**src/rtl/wb_port_arbiter.sv**
```systemverilog
// Round-robin write-back arbiter: ALU/MEM/MD one-entry holders onto one register-file port, 1 edge accept-to-write; x_ready low while its entry is held.
// Macro WB_ARB_ORDER_CHECK_EN keeps same-destination writes in acceptance order.
module wb_port_arbiter #(
  parameter int DATA_W = 16
) (
  input  logic              clk,
  input  logic              reset,
  input  logic              alu_valid,
  output logic              alu_ready,
  input  logic [3:0]        alu_addr,
  input  logic [DATA_W-1:0] alu_data,
  input  logic              mem_valid,
  output logic              mem_ready,
  input  logic [3:0]        mem_addr,
  input  logic [DATA_W-1:0] mem_data,
  input  logic              md_valid,
  output logic              md_ready,
  input  logic [3:0]        md_addr,
  input  logic [DATA_W-1:0] md_data,
  input  logic [DATA_W-1:0] md_r0,
  output logic [1:0]        regWrite,
  output logic [3:0]        FWriteback,
  output logic [DATA_W-1:0] dataW,
  output logic [DATA_W-1:0] R0,
  output logic              busy
);
  localparam int MD = 2;

  logic [2:0]        pend_q, pend_d, acc, elig, grant;
  logic [1:0]        ptr_q, ptr_d, gsel, rr_idx;
  logic              found;
  logic [3:0]        addr_q [3];
  logic [DATA_W-1:0] data_q [3];
  logic [DATA_W-1:0] r0_q;
  logic [1:0]        wr_kind_q;
  logic [3:0]        wr_addr_q;
  logic [DATA_W-1:0] wr_data_q, wr_r0_q;

  assign alu_ready = reset & ~pend_q[0];
  assign mem_ready = reset & ~pend_q[1];
  assign md_ready  = reset & ~pend_q[2];
  assign acc = {md_valid & md_ready, mem_valid & mem_ready, alu_valid & alu_ready};

`ifdef WB_ARB_ORDER_CHECK_EN
  // older_q[i][j]: entry i was accepted before entry j
  logic [2:0] older_q [3];
  logic [2:0] older_d [3];

  always_comb begin
    elig = pend_q;
    for (int i = 0; i < 3; i++) begin
      for (int j = 0; j < 3; j++) begin
        if (i != j && pend_q[j] && older_q[j][i] &&
            ((addr_q[i] == addr_q[j]) || (i == MD && addr_q[j] == 4'd0) ||
             (j == MD && addr_q[i] == 4'd0)))
          elig[i] = 1'b0;
      end
    end
  end

  // Same-edge arrivals rank MD oldest, then MEM, then ALU (higher index is older).
  always_comb begin
    for (int i = 0; i < 3; i++) begin
      older_d[i] = older_q[i];
      for (int j = 0; j < 3; j++) begin
        if (i != j) begin
          if (acc[i])      older_d[i][j] = acc[j] && (i > j);
          else if (acc[j]) older_d[i][j] = pend_q[i];
        end
      end
    end
  end

  always_ff @(posedge clk) begin
    for (int i = 0; i < 3; i++) begin
      if (!reset) older_q[i] <= 3'b000;
      else        older_q[i] <= older_d[i];
    end
  end
`else
  assign elig = pend_q;
`endif

  always_comb begin
    found  = 1'b0;
    gsel   = 2'd0;
    rr_idx = 2'd0;
    for (int k = 0; k < 3; k++) begin
      rr_idx = 2'((int'(ptr_q) + k) % 3);
      if (!found && elig[rr_idx]) begin
        found = 1'b1;
        gsel  = rr_idx;
      end
    end
    grant  = found ? (3'b001 << gsel) : 3'b000;
    pend_d = (pend_q & ~grant) | acc;
    ptr_d  = ptr_q;
    if (found) ptr_d = (gsel == 2'd2) ? 2'd0 : gsel + 2'd1;
  end

  always_ff @(posedge clk) begin
    if (!reset) begin
      pend_q    <= 3'b000;
      ptr_q     <= 2'd0;
      wr_kind_q <= 2'd0;
      wr_addr_q <= 4'd0;
      wr_data_q <= '0;
      wr_r0_q   <= '0;
    end else begin
      pend_q <= pend_d;
      ptr_q  <= ptr_d;
      if (found) begin
        wr_kind_q <= (gsel == 2'd2) ? 2'd2 : 2'd1;
        wr_addr_q <= addr_q[gsel];
        wr_data_q <= data_q[gsel];
        if (gsel == 2'd2) wr_r0_q <= r0_q;
      end else begin
        // Address/data held so register-file forwarding sees the last write.
        wr_kind_q <= 2'd0;
      end
    end
  end

  always_ff @(posedge clk) begin
    if (acc[0]) begin
      addr_q[0] <= alu_addr;
      data_q[0] <= alu_data;
    end
    if (acc[1]) begin
      addr_q[1] <= mem_addr;
      data_q[1] <= mem_data;
    end
    if (acc[2]) begin
      addr_q[2] <= md_addr;
      data_q[2] <= md_data;
      r0_q      <= md_r0;
    end
  end

  assign regWrite   = wr_kind_q;
  assign FWriteback = wr_addr_q;
  assign dataW      = wr_data_q;
  assign R0         = wr_r0_q;
  assign busy       = (|pend_q) | (wr_kind_q != 2'd0);
endmodule

```
**config.mk**
```make
export PLATFORM = sky130hd
export DESIGN_NAME = wb_port_arbiter
export DESIGN_NICKNAME = d
export VERILOG_FILES = /design/src/rtl/wb_port_arbiter.sv
export SDC_FILE = /design/constraint.sdc
export NUM_CORES = 1
export LEC_CHECK = 0
export CAP_MARGIN = 20
export CORE_ASPECT_RATIO = 1.75
export CORE_UTILIZATION = 42
export DETAILED_ROUTE_END_ITERATION = 8
export GPL_TIMING_DRIVEN = 0
export PLACE_DENSITY = 0.71
export SETUP_SLACK_MARGIN = 0.5
export SLEW_MARGIN = 20
export SYNTH_ARGS = -nofsm -noshare
export SYNTH_HDL_FRONTEND = slang
export SYNTH_SLANG_ARGS = --single-unit
```
**constraint.sdc**
```tcl
create_clock -name clk -period 5 [get_ports clk]
set_clock_uncertainty 0.05 [all_clocks]
set_input_delay 0.75 -clock clk [delete_from_list [all_inputs] [get_ports clk]]
set_output_delay 0.75 -clock clk [all_outputs]
set_load 0.005 [all_outputs]
```
==> impl_metrics.json <==
{
  "status": "finished clean",
  "vdd_drop_max_v": 0.000292,
  "finalWorstSetupSlack_ns": 1.82,
  "syn-num-nets": 382,
  "crit_top_cell": "clkdlybuf4s50_1",
  "cts_tree": "built",
  "overflow": 0,
  "holdWs_ns": 0.437,
  "die_area_um2": 11200,
  "synth_cell_types": 41,
  "cts_setup_buffers": 0,
  "cp-start-kind": "input pin",
  "wire_per_inst_um": 17.1,
  "design_area_um2": 6500,
  "grt_usage_pct": 19.3,
  "slew_violations": 0,
  "syn2layout_area_growth_pct": 43.5,
  "seq_area_frac_synth_pct": 69.4,
  "clk_pin_slew_worst_paths_ns": 0.05,
  "final_cells": 579,
  "ys_top_cells_by_area": "edfxtp_1 (50%), dfxtp_1 (19%), mux2i_1 (12%), nor2b_1 (3.0%), o22ai_1 (2.5%)",
  "setup_violations": 0,
  "avgSynthCellArea_um2": 15.3,
  "yosys_register_bits": 119,
  "multi_input_area_um2": 1280,
  "cpPeakStageDelay_ns": 0.55,
  "maxCapViolCount": 0,
  "critPathKind": "in2out",
  "synth_ff_type": "edfxtp_1",
  "die_w_um": 80.5,
  "relSlewSlack_pct": 28.8,
  "via_per_inst": 5.04,
  "antenna_found_initial": 0,
  "leakage_nw": 2.36,
  "end_kind": "output pin",
  "routed-via-count": 2921,
  "dp_cells": 547,
  "htreeDepth": 4,
  "netlist_top_cells_count": "edfxtp_1 (76), mux2i_1 (56), dfxtp_1 (43), nor2b_1 (22), o22ai_1 (18)",
  "min_path_type": "reg2reg",
  "tns_ns": 0,
  "cts_resized": 0,
  "firstDrtPassIters": 4,
  "root_buffer": "clkbuf_16",
  "worst_ep_arrival_time_ns": 2.38,
  "cts_buffers": 17,
  "syn-cell-area_um2": 4530,
  "grt_pass1_wl_mm": 15.5,
  "fill_cells": 821,
  "insertion_delay_ns": 0.40,
  "max_freq_mhz": 314,
  "initial_core_util_pct": 43.7,
  "rsz0062_at_grt": "no",
  "wl_mm": 9.91,
  "pin_count": 123,
  "core_um2": 10400,
  "drc": 0,
  "drtIter0Drc": 102,
  "regArea_um2": 3140,
  "dp_slack_ns": 1.82,
  "clockBufferDepth": 2,
  "synth_cells": 297,
  "die_h_um": 139,
  "min_period_ns": 3.18,
  "postRouteAntennaNets": 0,
  "worstPathCellList": "clkdlybuf4s50_1 -> clkbuf_1 -> nor2b_1 -> clkdlybuf4s50_1",
  "grt_max_degree": 22,
  "slowest_stage": "clkdlybuf4s50_1",
  "cts.hold.buffers_added": 0,
  "portBuffers": 122,
  "async_flop_share_pct": 0,
  "antenna_cells": 0,
  "critPathRequiredTime_ns": 4.20,
  "min_period_over_period_pct": 63.7,
  "grt_pass1_vias": 3037,
  "total_power_mw": 3.59,
  "synth_edf_count": 76,
  "yosysMostFrequentCell": "edfxtp_1",
  "drive_gt1_share_pct": 11.3,
  "cts.sinks": 119,
  "row_count": 49,
  "finalNetCount": 524,
  "worst_slew_pin_slew_ns": 1.07,
  "synth_warnings": 0,
  "synth_top_area_share_pct": 50.4,
  "hold_viol_final": 0,
  "placed_area_um2": 5940,
  "power_density_nw_per_um2": 552,
  "hpwl_mm": 6.81,
  "synth_top_cell_by_area": "edfxtp_1",
  "final_core_util_pct": 62.8,
  "gp_congestion": 0.823,
  "cp_max_fo": 10
}
## cell type report
cell class / count / share of cell area, %
multi-input combinational: 158 / 19.6
clock inverter: 9 / 1.13
sequential: 119 / 48.3
inverter: 6 / 0.346
tap: 127 / 2.44
timing repair buffer: 123 / 19.2
buffer: 14 / 1.40
clock buffer: 23 / 7.52
## critical path: cells and delay by family
kind / cells / cell delay (ns)
AND/OR/NAND/NOR: 1 / 0.24
buffers and inverters: 3 / 1.40
## flip-flops by register name (all words and copies together) (netlist names)
name,flops
elig,3
dataW,16
addr_q,12
FWriteback,4
data_q,48
r0_q,16
regWrite,2
ptr_q,2
R0,16
## final timing paths
| kind | start | to | slack [ns] | cells past startpoint |
|---|---|---|---|---|
| worst max-delay path | reset | md_ready | 1.82 | 4 |
| worst min-delay path | dataW[7]$_SDFFE_PN0N_ | dataW[7]$_SDFFE_PN0N_ | 0.44 | 2 |
| worst max register to register | ptr_q[0]$_SDFFE_PN0N_ | dataW[3]$_SDFFE_PN0N_ | 2.11 | 8 |
| worst min register to register | dataW[7]$_SDFFE_PN0N_ | dataW[7]$_SDFFE_PN0N_ | 0.44 | 2 |
## power breakdown
part	total, mW	leakage [nW]	internal, mW	switching (mW)
logic	1.19	1.03	0.625	0.563
clock network	1.14	0.275	0.732	0.404
registers	1.27	1.06	1.20	0.0707
## routing by layer
metal	GRT usage, %	vias to the layer above	routed length (µm)
met5	0	-	0
met4	10.8	0	343
met3	5.31	23	424
met2	35.1	96	5650
met1	19.0	1408	3500
li1	-	1394	-
## kinds of logic (layout without fill, tap and decap cells)
logic type | Yosys count | after routing | share of synthesized area, %
simple gates | 57 | 57 | 7.65
buf+inv | 20 | 175 | 2.51
flops | 119 | 119 | 69.4
mux | 59 | 59 | 13.3
compound gates | 38 | 38 | 6.13
fa+ha+maj | 4 | 4 | 1.10
## placed cells by master (no fill, tap or decap), types with 2 or more instances in the layout
master           instances
a21oi_1                  5
ha_1                     4
nor2_1                   5
clkbuf_8                 2
buf_6                    4
clkbuf_16               18
clkdlybuf4s50_1        122
nor2b_1                 22
edfxtp_1                76
o21ai_0                  3
clkbuf_1                 8
dfxtp_1                 43
o22ai_1                 18
clkinv_2                 5
nand2b_1                 3
buf_2                    4
o22ai_2                  2
mux2i_1                 56
and2_1                   5
nand2_1                  6
inv_1                    6
nand3b_1                 5
clkinvlp_4               2
and2_2                   2
(Power assumes the default switching activity.)
